===== src/rtl/rc4_ksa_shuffle.sv =====
// -----------------------------------------------------------------------------
// rc4_ksa_shuffle
//
// RC4 key-scheduling shuffle engine. It works on an external single-port
// synchronous S-RAM that already holds S[k] = k. For i = 0..DEPTH-1 it computes
// j = j + S[i] + key[i mod KEY_BYTES] and swaps S[i] and S[j]. Each iteration
// reads S[i], reads S[j], writes S[i], then writes S[j]. When the iteration
// with i = DEPTH-1 finishes, a one-cycle done pulse is raised.
//
// Parameters
//   ADDR_W     S-RAM address width. This is also the S element width and the
//              key element width. DEPTH = 2**ADDR_W.
//   KEY_BYTES  number of key elements (>= 1). Need not be a power of two.
//   RD_LAT     RAM read latency in cycles (>= 1).
//
// Ports
//   clk         clock; all state changes on the rising edge
//   reset       synchronous, active-high
//   start       begin a shuffle; only sampled while idle
//   secret_key  key; element 0 is the most-significant ADDR_W bits
//   data_in     RAM read data, valid RD_LAT cycles after the address
//   address     RAM address
//   data_out    RAM write data; zero unless a write is in progress
//   wren        RAM write enable
//   busy        high in every state except IDLE
//   done        one-cycle completion pulse
//
// All outputs are decoded from registered state only. No input reaches an
// output combinationally.
// -----------------------------------------------------------------------------
module rc4_ksa_shuffle #(
  parameter int ADDR_W    = 8,
  parameter int KEY_BYTES = 3,
  parameter int RD_LAT    = 1
) (
  input  logic                        clk,
  input  logic                        reset,
  input  logic                        start,
  input  logic [ADDR_W*KEY_BYTES-1:0] secret_key,
  input  logic [ADDR_W-1:0]           data_in,
  output logic [ADDR_W-1:0]           address,
  output logic [ADDR_W-1:0]           data_out,
  output logic                        wren,
  output logic                        busy,
  output logic                        done
);

  localparam logic [3:0] S_IDLE = 4'd0;
  localparam logic [3:0] S_RD_I = 4'd1;
  localparam logic [3:0] S_WT_I = 4'd2;
  localparam logic [3:0] S_LD_I = 4'd3;
  localparam logic [3:0] S_RD_J = 4'd4;
  localparam logic [3:0] S_WT_J = 4'd5;
  localparam logic [3:0] S_LD_J = 4'd6;
  localparam logic [3:0] S_WR_I = 4'd7;
  localparam logic [3:0] S_WR_J = 4'd8;
  localparam logic [3:0] S_DONE = 4'd9;

  localparam int KEY_W  = ADDR_W * KEY_BYTES;
  localparam int KIDX_W = (KEY_BYTES > 1) ? $clog2(KEY_BYTES) : 1;
  localparam int WT_W   = (RD_LAT > 1) ? $clog2(RD_LAT) : 1;

  localparam logic [ADDR_W-1:0] I_LAST  = {ADDR_W{1'b1}};
  localparam logic [KIDX_W-1:0] K_LAST  = KIDX_W'(KEY_BYTES - 1);
  // The wait states stretch the read by RD_LAT-1 cycles. The counter
  // therefore runs from 0 to RD_LAT-2.
  localparam logic [WT_W-1:0]   WT_LAST = WT_W'((RD_LAT > 1) ? RD_LAT - 2 : 0);

  logic [3:0]        state_reg,  state_next;
  logic [ADDR_W-1:0] i_reg,      i_next;
  logic [ADDR_W-1:0] j_reg,      j_next;
  logic [ADDR_W-1:0] si_reg,     si_next;
  logic [ADDR_W-1:0] sj_reg,     sj_next;
  logic [KEY_W-1:0]  key_q_reg,  key_q_next;
  logic [KIDX_W-1:0] kidx_reg,   kidx_next;
  logic [WT_W-1:0]   wt_cnt_reg, wt_cnt_next;

  logic [ADDR_W-1:0] key_arr [KEY_BYTES];
  logic [ADDR_W-1:0] key_sel;
  logic [ADDR_W-1:0] j_sum;

  // Split the latched key into elements. Element 0 is the top slice.
  genvar gi;
  generate
    for (gi = 0; gi < KEY_BYTES; gi++) begin : g_key
      assign key_arr[gi] = key_q_reg[(KEY_BYTES-1-gi)*ADDR_W +: ADDR_W];
    end
    if (KEY_BYTES == 1) begin : g_key_one
      assign key_sel = key_arr[0];
    end else begin : g_key_many
      // kidx_reg is a mod-KEY_BYTES counter that steps with i. It never
      // indexes past the last element.
      assign key_sel = key_arr[kidx_reg];
    end
  endgenerate

  // Truncating to ADDR_W bits gives the mod-DEPTH wrap for free.
  assign j_sum = j_reg + data_in + key_sel;

  always_comb begin
    state_next  = state_reg;
    i_next      = i_reg;
    j_next      = j_reg;
    si_next     = si_reg;
    sj_next     = sj_reg;
    key_q_next  = key_q_reg;
    kidx_next   = kidx_reg;
    wt_cnt_next = wt_cnt_reg;
    case (state_reg)
      S_IDLE: begin
        if (start) begin
          key_q_next = secret_key;
          i_next     = '0;
          j_next     = '0;
          kidx_next  = '0;
          state_next = S_RD_I;
        end
      end
      S_RD_I: begin
        wt_cnt_next = '0;
        state_next  = (RD_LAT > 1) ? S_WT_I : S_LD_I;
      end
      S_WT_I: begin
        if (wt_cnt_reg == WT_LAST) state_next = S_LD_I;
        else                       wt_cnt_next = wt_cnt_reg + WT_W'(1);
      end
      S_LD_I: begin
        si_next    = data_in;
        j_next     = j_sum;
        state_next = S_RD_J;
      end
      S_RD_J: begin
        wt_cnt_next = '0;
        state_next  = (RD_LAT > 1) ? S_WT_J : S_LD_J;
      end
      S_WT_J: begin
        if (wt_cnt_reg == WT_LAST) state_next = S_LD_J;
        else                       wt_cnt_next = wt_cnt_reg + WT_W'(1);
      end
      S_LD_J: begin
        sj_next    = data_in;
        state_next = S_WR_I;
      end
      S_WR_I: begin
        state_next = S_WR_J;
      end
      S_WR_J: begin
        // Termination uses the explicit last-index check. i never has to
        // wrap back to zero on its own.
        if (i_reg == I_LAST) begin
          state_next = S_DONE;
        end else begin
          i_next     = i_reg + ADDR_W'(1);
          kidx_next  = (kidx_reg == K_LAST) ? '0 : kidx_reg + KIDX_W'(1);
          state_next = S_RD_I;
        end
      end
      S_DONE: begin
        state_next = S_IDLE;
      end
      default: begin
        state_next = S_IDLE;
      end
    endcase
  end

  always_ff @(posedge clk) begin
    if (reset) begin
      state_reg  <= S_IDLE;
      i_reg      <= '0;
      j_reg      <= '0;
      si_reg     <= '0;
      sj_reg     <= '0;
      key_q_reg  <= '0;
      kidx_reg   <= '0;
      wt_cnt_reg <= '0;
    end else begin
      state_reg  <= state_next;
      i_reg      <= i_next;
      j_reg      <= j_next;
      si_reg     <= si_next;
      sj_reg     <= sj_next;
      key_q_reg  <= key_q_next;
      kidx_reg   <= kidx_next;
      wt_cnt_reg <= wt_cnt_next;
    end
  end

  // Moore output decode. When i == j, the two writes hit the same address
  // with equal data, so no special case is needed.
  always_comb begin
    address  = '0;
    data_out = '0;
    wren     = 1'b0;
    case (state_reg)
      S_RD_I, S_WT_I: address = i_reg;
      S_RD_J, S_WT_J: address = j_reg;
      S_WR_I: begin
        address  = i_reg;
        data_out = sj_reg;
        wren     = 1'b1;
      end
      S_WR_J: begin
        address  = j_reg;
        data_out = si_reg;
        wren     = 1'b1;
      end
      default: begin
        address  = '0;
        data_out = '0;
        wren     = 1'b0;
      end
    endcase
  end

  assign busy = (state_reg != S_IDLE);
  assign done = (state_reg == S_DONE);

endmodule


===== config.mk =====
export PLATFORM = sky130hd
export DESIGN_NAME = rc4_ksa_shuffle
export DESIGN_NICKNAME = d
export VERILOG_FILES = /design/src/rtl/rc4_ksa_shuffle.sv
export SDC_FILE = /design/constraint.sdc
export NUM_CORES = 1
export LEC_CHECK = 0
export ABC_AREA = 1
export BUFFER_PORTS_ARGS = -buffer_cell sky130_fd_sc_hd__buf_2
export CAP_MARGIN = 25
export CORE_ASPECT_RATIO = 0.8
export CORE_MARGIN = 2
export CORE_UTILIZATION = 55
export CTS_BUF_LIST = sky130_fd_sc_hd__clkbuf_8
export CTS_CLUSTER_DIAMETER = 150
export DETAILED_ROUTE_END_ITERATION = 6
export HOLD_SLACK_MARGIN = 0.08
export PLACE_DENSITY = 0.78
export SYNTH_ARGS = -nofsm -noshare
export SYNTH_HDL_FRONTEND = slang
export SYNTH_SLANG_ARGS = --single-unit

===== constraint.sdc =====
create_clock -name clk -period 3.1 [get_ports clk]
set_input_delay 0.62 -clock clk [delete_from_list [all_inputs] [get_ports clk]]
set_output_delay 0.62 -clock clk [all_outputs]
set_load 0.005 [all_outputs]

==> qor.csv, run 1 <==
stage;metric;value;unit
cts;path_clk_slew;0.06;ns
cells_and_area;final_util;64.1;%
detailed_routing;antenna_left;0;
die;start_util;56.5;%
yosys;yosys_warnings;0;
die;die_h;73.4;um
worst_hold_path;min_path_type;flop to flop;
die;io-pin-count;54;
detailed_routing;drtIter0Drc;188;
place;gp_congestion;0.917;
detailed_routing;viasPerCell;5.28;
timing;grt_setup_unrepaired;false;
timing;fin_skew;0.0126;ns
yosys;ys_seq_area_share;37.5;%
cells_and_area;fin_cells;581;
cells_and_area;multiInputGateArea;1670;um^2
yosys;synth_nets;497;
cts;htreeDepth;3;
cells_and_area;layout_common_cells;70 x inv_1, 62 x nand2_1, 61 x dfxtp_1;
timing;min_period_over_period;88.1;%
cts;clockBufferDepth;2;
yosys;post_synth_instance_area;3310;um^2
yosys;ys_ff_latch;62;
detailed_routing;wl;7840;um
cts;postCtsHoldBufs;0;
yosys;synth_ff_type;dfxtp_1;
timing;setup_violations;0;
worst_setup_path;end_kind;flop;
cts;cts_tree;done;
yosys;synth_edf_count;0;
yosys;synth_area_per_cell;7.40;um^2
cells_and_area;final_common_cell;inv_1;
place;dpl.hpwl;5850;um
pwr;p_per_area;906;nW/um^2
cells_and_area;syn_to_final_growth;13.4;%
yosys;synth_top_area_share;37.5;%
worst_setup_path;slowest_delay;0.51;ns
timing;fmax;0.366;GHz
pwr;vdd_ir_drop_max;434;uV
global_routing;antenna_found_initial;0;
worst_setup_path;required;3.33;ns
job;cap_violations;0;
timing;hold_violations;0;
worst_setup_path;arrival;2.96;ns
timing;slew_viol_final;0;
detailed_routing;drc;0;
timing;slew_headroom;63.8;%
worst_setup_path;cp_slowest_cell;fa_1;
global_routing;grt_max_degree;51;
cts;worstSkewPairLatency;0.34;ns
cts;numClockSinks;62;
timing;tightest_slew;0.543;ns
place;port_buffers;53;
global_routing;grt_pass1_wl;12500;um
pwr;p_leak;0.00167;uW
die;dieArea;6650;um^2
run_status;run_status;complete, no violations;
worst_setup_path;crit_chain;inv_1 > nand2_1 > o21ai_0 > fa_1 > ha_1 > inv_1 > fa_1 > inv_1 > a21oi_1 > xor2_1 > nor2_1 > o21a_1;
cells_and_area;nNetsFinal;545;
worst_setup_path;worstPathMaxFanout;17;
cells_and_area;seqCellArea;1240;um^2
yosys;synth.area.top_cells;dfxtp_1 38%, o21ai_0 8.6%, a21oi_1 8.0%, inv_1 7.7%, nand2_1 7.0%;
yosys;ys_types;37;
die;rows;25;
cells_and_area;fillers;560;
die;fp.dieW;90.7;um
worst_setup_path;cp_num_buf_inv;3;
worst_setup_path;criticalPathCategory;flop to flop;
cts;post-cts-setup-buffer-count;0;
detailed_routing;vias;3065;
timing;min_period;2.73;ns
cts;clk_root_buffer_cell;clkbuf_8;
worst_setup_path;cp_common_cell;inv_1;
cells_and_area;diodes;0;
detailed_routing;drt-wirelength-per-cell;13.5;um
die;core;5850;um^2
pwr;total_power;3400;uW
place;place_inst;565;
cells_and_area;drive_above_1_share;17.8;%
cells_and_area;largest_reg_flops;24;
yosys;async_reset_ff_share;0;%
timing;tns;0;ns
worst_setup_path;startpoint_type;flop;
detailed_routing;drtPass1Iterations;5;
worst_setup_path;cp_top_family;adder cells;
cts;cts-buffers-inserted;9;
global_routing;grt_use_total;24.0;%
yosys;syn_inst;447;
global_routing;overflow;0;
global_routing;grt_pass1_vias;2714;
yosys;yosysTopAreaCell;dfxtp_1;
[cells in the mapped netlist (all sizes together), types with 5 or more instances]
cell type  count
a21oi         55
dfxtp         62
nand3         15
nand4          5
clkbuf         7
nor3           6
o21ai         61
nand2         67
nor2          49
inv           70
a32o           8
ha             7
buf           11
o22ai          8
fa             8
[cell families after synthesis]
logic type / synth area share [%]
buf+inv: 12.0
compound gates: 22.5
xor+xnor: 0.530
simple gates: 20.0
flops: 37.5
fa+ha+maj: 7.49
[cell type report]
class / count / area share, %
multi-input cells: 295 / 44.5
flip-flops and latches: 62 / 33.1
repair buffers: 55 / 7.47
inverters: 72 / 7.31
clock buffers: 9 / 3.30
well taps: 81 / 2.70
clock inverters: 7 / 1.53
[worst reg2reg max path, cell delays in order (launching register included)]
cell and delay, ns:
dfxtp_2 0.48, inv_1 0.11, nand2_1 0.23, o21ai_0 0.14, fa_1 0.51, ha_1 0.19, inv_1 0.07, fa_1 0.39
inv_1 0.08, a21oi_1 0.08, xor2_1 0.12, nor2_1 0.05, o21a_1 0.17
[report_power, final]
part / leakage (uW) / switching [uW] / internal (uW)
sequential: 0.000507 / 147 / 982
clock: 0.000105 / 312 / 360
combinational: 0.00106 / 1010 / 583
[through the flow]
step,area [um^2],hold slack (ns),setup slack (ns)
6_report,3750,0.446,0.369
5_1_grt,3750,0.470,0.142
4_1_cts,3750,0.445,0.193
3_5_place_dp,3570,0.435,0.204
3_3_place_gp,3570,0.432,0.371
2_1_floorplan,3310,0.420,0.620
[layer usage]
| layer | wire, um | track usage [%] | share of wire [%] | vias to the layer above |
|---|---|---|---|---|
| li1 | - | - | - | 1556 |
| met1 | 3540 | 30.5 | 45 | 1396 |
| met2 | 3710 | 40.2 | 47 | 106 |
| met3 | 486 | 7.08 | 6.2 | 7 |
| met4 | 93 | 7.35 | 1.2 | 0 |
| met5 | 0 | 0 | 0 | - |
[repair_timing]
item	CTS	global route
resized for setup	0	1
endpoints found under the hold margin	0	0
endpoints found under the setup margin	0	2
[path summary, 6_finish.rpt]
path                from           to  slack (ns)  cells after the start
max          kidx_reg[1]     j_reg[5]        0.37                     12
min          key_arr[22]  key_arr[22]        0.45                      2
max reg2reg  kidx_reg[1]     j_reg[5]        0.37                     12
min reg2reg  key_arr[22]  key_arr[22]        0.45                      2
Note: power is estimated with default switching activity, not from simulation.
==> run 2, diff against run 1 <==
RECOVER_POWER = 25   (was default)
==> run 2 against run 1 <==
  * Sequential share of layout area increased by 0.26 points
  * Sequential cell count unchanged
  * Core utilization decreased by 0.49 points
  * Largest cell class unchanged
  * Largest power group unchanged
==> qor.csv, run 2 (same netlist as run 1, synthesis figures left out) <==
stage;metric;value;unit;change
die;core;5850;um^2;unchanged
cts;post-cts-setup-buffer-count;0;;unchanged
cts;postCtsHoldBufs;0;;unchanged
die;io-pin-count;54;;unchanged
detailed_routing;viasPerCell;5.26;;-0.26%
detailed_routing;vias;3057;;-0.26%
timing;layout_setup_ws;0.348;ns;-0.0208 ns
timing;hold_violations;0;;unchanged
detailed_routing;wl;7780;um;-0.65%
worst_setup_path;worstReg2RegEnd;j_reg[5];;
cts;worstSkewPairLatency;0.34;ns;about the same
worst_setup_path;cp_common_cell;inv_1;;
timing;fmax;0.363;GHz;-0.76%
job;cap_violations;0;;unchanged
detailed_routing;drt-wirelength-per-cell;13.4;um;-0.65%
timing;tns;0;ns;unchanged
cts;path_clk_slew;0.06;ns;about the same
timing;slew_headroom;32.7;%;-31 points
timing;grt_setup_unrepaired;false;;
worst_setup_path;startpoint_type;flop;;
timing;slew_viol_final;0;;unchanged
die;die_h;73.4;um;unchanged
place;port_buffers;53;;unchanged
worst_setup_path;worstPathMaxFanout;17;;unchanged
worst_setup_path;criticalPathCategory;flop to flop;;
worst_setup_path;crit_chain;inv_1 > nand2_1 > o21ai_0 > fa_1 > ha_1 > inv_1 > fa_1 > inv_1 > a21oi_1 > xor2_1 > nor2_1 > o21a_1;;
worst_hold_path;min_path_type;flop to flop;;
timing;min_period;2.75;ns;+0.0208 ns
global_routing;grt_pass1_vias;2714;;unchanged
worst_setup_path;r2r_slack;0.35;ns;-0.02 ns
detailed_routing;antenna_left;0;;unchanged
cts;numClockSinks;62;;unchanged
cells_and_area;largest_reg_flops;24;;unchanged
cells_and_area;diodes;0;;unchanged
global_routing;antenna_found_initial;0;;unchanged
place;dpl.hpwl;5850;um;unchanged
timing;setup_violations;0;;unchanged
place;dp_slack;0.204;ns;unchanged
die;rows;25;;unchanged
cells_and_area;postLayoutCellArea;3720;um^2;-0.77%
timing;tightest_slew;1.00;ns;+0.459 ns
cells_and_area;drive_above_1_share;16.4;%;-1.4 points
place;gp_congestion;0.917;;unchanged
die;start_util;56.5;%;unchanged
worst_setup_path;r2r_cells;12;;unchanged
global_routing;grt_pass1_wl;12500;um;unchanged
die;fp.dieW;90.7;um;unchanged
global_routing;grt_max_degree;51;;unchanged
worst_setup_path;crit_start;kidx_reg[1];;
cells_and_area;final_common_cell;inv_1;;
cts;htreeDepth;3;;unchanged
worst_setup_path;arrival;2.98;ns;+0.02 ns
global_routing;grt_use_total;24.0;%;unchanged
worst_setup_path;end_kind;flop;;
worst_hold_path;holdCritStartpoint;key_arr[22];;
timing;fin_skew;0.00891;ns;-0.00372 ns
worst_hold_path;hold_depth;2;;unchanged
place;postPlaceCellArea;3570;um^2;unchanged
pwr;p_per_area;904;nW/um^2;-0.20%
die;dieArea;6650;um^2;unchanged
worst_setup_path;cp_slowest_cell;fa_1;;
cts;clk_root_buffer_cell;clkbuf_8;;
run_status;run_status;complete, no violations;;
cts;cts_tree;done;;
worst_hold_path;hold_end;key_arr[22];;
detailed_routing;drtPass1Iterations;4;;-1
pwr;vdd_ir_drop_max;433;uV;-0.24%
cells_and_area;syn_to_final_growth;12.5;%;
detailed_routing;drc;0;;unchanged
worst_setup_path;slowest_delay;0.51;ns;about the same
global_routing;overflow;0;;unchanged
worst_setup_path;required;3.32;ns;about the same
cts;cts-buffers-inserted;9;;unchanged
detailed_routing;drtIter0Drc;176;;-6.4%
pwr;p_leak;0.00166;uW;-0.97%
timing;fin_hold_ws;0.449;ns;+0.00218 ns
cells_and_area;layout_common_cells;71 x inv_1, 65 x nand2_1, 61 x dfxtp_1;;
worst_setup_path;r2r-start;kidx_reg[1];;
cells_and_area;nNetsFinal;545;;unchanged
cts;clockBufferDepth;2;;unchanged
timing;min_period_over_period;88.8;%;+0.67 points
-- run 2: changes by cell type in the layout (fill, tap and decap cells not counted), sizes merged --
| cell | change |
|---|---|
| buf | -2 |
| clkbuf | +2 |
| clkinv | -1 |
| clkinvlp | +1 |
-- run 2: power breakdown --
part	switching, uW	internal (uW)	leakage (uW)
clock network	307	360	0.000105
registers	142	982	0.000507
logic	1000	572	0.00104
-- run 2: worst max path at each step --
| stage | endpoint | cells after the start |
|---|---|---|
| after CTS | j_reg[5] | 12 |
| final | j_reg[5] | 12 |
| after global routing | j_reg[7] | 14 |
| after detailed placement | j_reg[5] | 12 |
| after global placement | j_reg[5] | 12 |
| after floorplan | j_reg[5] | 13 |
-- run 2: layout make-up --
type / instances / area, um^2
Multi-Input combinational cell: 295 / 1650
Inverter: 72 / 274
Sequential cell: 62 / 1240
Fill cell: 568 / 2130
Clock buffer: 9 / 124
Timing Repair Buffer: 55 / 275
Clock inverter: 7 / 57.6
Tap cell: 81 / 101
-- run 2: critical path: cells and delay by family (launching register included) --
kind                     cells  cell delay (ns)
AO/OA/AOI/OAI                3             0.40
XOR/XNOR                     1             0.13
adder cells (fa/ha/maj)      3             1.09
buffers and inverters        3             0.26
flip-flops                   1             0.48
AND/OR/NAND/NOR              2             0.28
-- run 2: stage by stage --
stage	util (%)	std cells	total power (uW)
finish	63.6	581	3360
global route	63.6	581	3630
CTS	64.1	581	3390
detailed placement	61.0	565	2720
global placement	61.0	565	2650
floorplan	-	447	2430
-- run 2: timing repair --
item                                    4_1_cts  5_1_grt
endpoints found under the setup margin        0        2
gates resized for setup                       0        1
hold endpoints to repair                      0        0
-- run 2: routing by layer --
layer,GRT usage [%],vias up,routed length (um)
met5,0,-,0
met3,7.08,7,551
li1,-,1554,-
met1,30.5,1386,3470
met4,7.35,0,93
met2,40.2,110,3670
